--- src/rtl/regfile_scoreboard.sv ---
// Register file with per-register pending scoreboard and a sequenced bulk-clear engine.
// Optional same-cycle write-to-read forwarding is enabled by defining REGFILE_BYPASS_EN.
module regfile_scoreboard #(
  parameter int unsigned DATA_W   = 16,
  parameter int unsigned ADDR_W   = 4,
  parameter int unsigned ZERO_REG = 1
) (
  input  logic              clk,
  input  logic              rst,
  input  logic [ADDR_W-1:0] rd_addr1,
  input  logic [ADDR_W-1:0] rd_addr2,
  output logic [DATA_W-1:0] rd_data1,
  output logic [DATA_W-1:0] rd_data2,
  output logic              rd_ready1,
  output logic              rd_ready2,
  input  logic              wr_en,
  input  logic [ADDR_W-1:0] wr_addr,
  input  logic [DATA_W-1:0] wr_data,
  input  logic              alloc_en,
  input  logic [ADDR_W-1:0] alloc_addr,
  output logic              alloc_ok,
  input  logic              clr_req,
  output logic              clr_busy,
  output logic [ADDR_W:0]   pending_cnt
);

  localparam int unsigned NREG = 1 << ADDR_W;
  localparam logic        ZR   = (ZERO_REG != 0);

  typedef enum logic {IDLE, CLEAR} state_t;

  state_t            state, state_nxt;
  logic [DATA_W-1:0] regs [NREG];
  logic [NREG-1:0]   pending;
  logic [ADDR_W-1:0] idx;
  logic [ADDR_W:0]   cnt;
  logic              wr_go, alloc_go, inc, dec;

  assign clr_busy    = (state == CLEAR);
  assign pending_cnt = cnt;

  assign alloc_ok = !clr_busy && (!pending[alloc_addr] || (wr_en && (wr_addr == alloc_addr)));
  assign wr_go    = wr_en && !clr_busy && !(ZR && (wr_addr == '0));
  assign alloc_go = alloc_en && alloc_ok && !(ZR && (alloc_addr == '0));

  // Population delta: count only real 0->1 and 1->0 transitions of pending bits;
  // a write and alloc on the same register leave the bit set.
  assign inc = alloc_go && !pending[alloc_addr];
  assign dec = wr_go && pending[wr_addr] && !(alloc_go && (alloc_addr == wr_addr));

  always_comb begin
    state_nxt = state;
    case (state)
      IDLE:    if (clr_req) state_nxt = CLEAR;
      CLEAR:   if (idx == '1) state_nxt = IDLE;
      default: state_nxt = IDLE;
    endcase
  end

  always_ff @(posedge clk or negedge rst) begin
    if (!rst) begin
      for (int unsigned i = 0; i < NREG; i++) regs[i] <= '0;
      pending <= '0;
      state   <= IDLE;
      idx     <= '0;
      cnt     <= '0;
    end else begin
      state <= state_nxt;
      if (state == CLEAR) begin
        regs[idx]    <= '0;
        pending[idx] <= 1'b0;
        idx          <= idx + ADDR_W'(1);
        if (idx == '1) cnt <= '0;
      end else begin
        if (clr_req) idx <= '0;
        if (wr_go) begin
          regs[wr_addr]    <= wr_data;
          pending[wr_addr] <= 1'b0;
        end
        if (alloc_go) pending[alloc_addr] <= 1'b1;
        cnt <= cnt + (ADDR_W + 1)'(inc) - (ADDR_W + 1)'(dec);
      end
    end
  end

  always_comb begin
    rd_data1  = regs[rd_addr1];
    rd_ready1 = !clr_busy && !pending[rd_addr1];
    if (ZR && (rd_addr1 == '0)) begin
      rd_data1  = '0;
      rd_ready1 = !clr_busy;
    end
`ifdef REGFILE_BYPASS_EN
    else if (wr_en && !clr_busy && (wr_addr == rd_addr1)) begin
      rd_data1  = wr_data;
      rd_ready1 = 1'b1;
    end
`endif
  end

  always_comb begin
    rd_data2  = regs[rd_addr2];
    rd_ready2 = !clr_busy && !pending[rd_addr2];
    if (ZR && (rd_addr2 == '0)) begin
      rd_data2  = '0;
      rd_ready2 = !clr_busy;
    end
`ifdef REGFILE_BYPASS_EN
    else if (wr_en && !clr_busy && (wr_addr == rd_addr2)) begin
      rd_data2  = wr_data;
      rd_ready2 = 1'b1;
    end
`endif
  end

endmodule
--- config.mk ---
export PLATFORM = sky130hd
export DESIGN_NAME = regfile_scoreboard
export DESIGN_NICKNAME = d
export VERILOG_FILES = /design/src/rtl/regfile_scoreboard.sv
export SDC_FILE = /design/constraint.sdc
export NUM_CORES = 1
export LEC_CHECK = 0
export CORE_ASPECT_RATIO = 0.6
export CORE_MARGIN = 10
export CORE_UTILIZATION = 30
export DETAILED_ROUTE_END_ITERATION = 16
export GPL_TIMING_DRIVEN = 0
export HOLD_SLACK_MARGIN = 0.15
export SLEW_MARGIN = 20
export SYNTH_ARGS = -nofsm -noshare
export SYNTH_HDL_FRONTEND = slang
export SYNTH_SLANG_ARGS = --single-unit
export TNS_END_PERCENT = 50
--- constraint.sdc ---
create_clock -name clk -period 6.15 [get_ports clk]
set_clock_uncertainty 0.15 [all_clocks]
set_input_delay 0.9225 -clock clk [delete_from_list [all_inputs] [get_ports clk]]
set_output_delay 0.9225 -clock clk [all_outputs]
set_load 0.01 [all_outputs]
==> run metrics <==
Worst-Margin Slew 1.21 ns; kind of cell adding the most delay to the critical path buffers and inverters; share of cells above drive strength 1 about a quarter; drt wl/cell between 20 and 30 um; relative slew slack approximately a fifth; setup TNS 0 ns; sequential fraction of the synthesis area 46.6%; port buffer count between 60 and 70; Critical Path End Type output pin; cell row count 63; die area between 0.06 and 0.07 sq mm; Routed WL 53.1 mm; CP required roughly 5.1 ns; DIE HEIGHT between 150 and 200 um; WP depth 7; fin util 35.7%; ys async rst share 100%; vias roughly 11,000; count leader, synth dfrtp_1; TritonCTS clock tree yes; Worst R2R Path Depth 12; Tot GR Track Use roughly 17%; vias in the first global route around 11,000; number of max-cap violations 0; DRC violations left 0; Power Dens Cells between 300 and 400 mW/mm^2; crit path launch type input pin; routability cong. between 0.9 and 1; Final Hold Violating Endpoints 0; worst hold-check path type in -> async; H-tree Lvls 1; Final setup viols 0; CTS sink cnt 282; drt first pass iters 7; storage element area 0.00706 sq mm; post-detailed-placement half-perimeter wirelength around 39 mm; post_cts resized 0; Clk Latency, worst-skew pair 0.58 ns; fin crit period 5.01 ns; multi-input logic area roughly 0.0076 sq mm; first-pass GRT wire length around 78 mm; syn_nets 1,074; fmax 199 MHz; number of synthesized flops with an enable pin 0; PnR worst setup slack ~1.1 ns; CP Class in -> out; final hold slack roughly 0.23 ns; Clk pin slew, worst setup/hold paths 0.06 ns; crit path cell chain buf_2 -> buf_2 -> clkbuf_1 -> mux4_2 -> mux2_2 -> a211oi_1 -> clkdlybuf4s50_1; top cells by area, synth dfrtp_1, mux4_2, a22o_1; CP Launch Point rd_addr1[1]; slowest CP cell clkdlybuf4s50_1; synthesized area 0.0151 sq mm; CP dominant cell by count buf_2; Worst path max stage delay 0.66 ns; Core Region 0.0497 sq mm; Initial Util a little over 30%; P&R area growth vs syn 17.1%; Critical Path AT 3.94 ns; Yosys top cell area share between 40% and 50%; Commonest cells post-synth dfrtp_1, a22o_1, mux4_2, clkbuf_1, nor2b_1; Mean Syn Cell Area roughly 15 sq um; Final nets roughly 1,200; ys flop type dfrtp_1; clk root buf clkbuf_16; status completed; pre-CTS WS about 1.2 ns; DR iter-0 viols 1,720; cts hold-fix bufs 0; YS warnings 0; drt via density roughly 6.2; GRT overflow 0; Yosys top cell by area dfrtp_1; RSZ-0062 raised after global routing false; Max VDD drop roughly 0.23 mV; largest net degree at the start of global routing between 100 and 150; Synth Instances 1,027; I/O pins 78; initial antenna violation count 4; Max Slew Vio Count 0; Die X slightly above 300 um; WP buf/inv 4; post-CTS setup buffers 0; Final ANT Viol Nets 0; Power, Total between 6 and 7 mW; # fillers between 4,000 and 5,000; flops & latches, synth roughly 280; Leakage roughly 7.5 nW; final period utilization 81.5%; CP Max Fanout 10; total CTS buffers 29; post-synth cell types between 50 and 60; FF-to-FF Start pending[5]; clk buf depth 3
cell usage in the layout (no fill, tap or decap), types with 15 or more instances in the layout:
| cell type | instances |
|---|---|
| a22o_1 | 241 |
| buf_2 | 34 |
| clkbuf_1 | 66 |
| clkbuf_16 | 29 |
| clkdlybuf4s50_1 | 63 |
| dfrtp_1 | 282 |
| mux4_2 | 177 |
| nand2_1 | 16 |
| nor2_1 | 15 |
| nor2b_1 | 53 |
sequential cells by signal, indices dropped and copies added, names as in the netlist:
register	flops
pending_cnt	5
regs	256
pending	16
idx	4
clr_busy	1
layout make-up:
cell class                      count  share of cell area [%]
Timing Repair Buffer               67                    4.00
Clock inverter                     15                    1.12
Antenna cell                        2                  0.0283
Tap cell                          650                    4.59
Buffer                            108                    2.78
Multi-Input combinational cell    625                    42.7
Sequential cell                   282                    39.8
Inverter                           12                   0.254
Clock buffer                       39                    4.70
routing by layer:
metal | wire length [um] | vias up | GRT usage (%)
met4 | 637 | 6 | 2.42
met1 | 22900 | 5949 | 25.6
li1 | - | 4388 | -
met3 | 8430 | 54 | 8.79
met5 | 64 | - | 0
met2 | 21100 | 733 | 22.2
logic make-up after synthesis:
| group | share of synthesized area [%] |
|---|---|
| XOR/XNOR | 0.521 |
| buffers and inverters | 3.55 |
| multiplexers | 26.8 |
| AND/OR/NAND/NOR | 5.29 |
| adder cells (fa/ha/maj) | 0.876 |
| AO/OA/AOI/OAI | 16.3 |
| flip-flops | 46.6 |
stage by stage:
stage	instance area (sq um)	cells
2_1_floorplan	15100	1027
3_3_place_gp	16600	1741
3_5_place_dp	16700	1744
4_1_cts	17700	1798
5_1_grt	17700	1799
6_report	17700	1800
path summary, 6_finish.rpt:
check / endpoint / slack [ns]
max in group asynchronous: regs[245] / 4.65
worst min-delay path: regs[28] / 0.23
worst max register to register: pending_cnt[4] / 2.58
worst min register to register: regs[34] / 0.37
min in group clk: regs[34] / 0.37
worst max-delay path: rd_ready1 / 1.14
where the power goes:
group,total (mW),internal [mW],leakage [nW],switching (mW)
Sequential,2.70,2.30,3.87,0.395
Combinational,2.15,1.07,3.11,1.08
Clock,1.93,1.12,0.502,0.812
worst reg2reg max path: cells and delay by family (launching register included):
kind	cells	cell delay (ns)
adder cells (fa/ha/maj)	3	0.69
AND/OR/NAND/NOR	3	0.65
multiplexers	2	0.95
AO/OA/AOI/OAI	2	0.44
buffers and inverters	2	0.12
flip-flops	1	0.46
No activity file was read; power rests on OpenSTA's default activity.
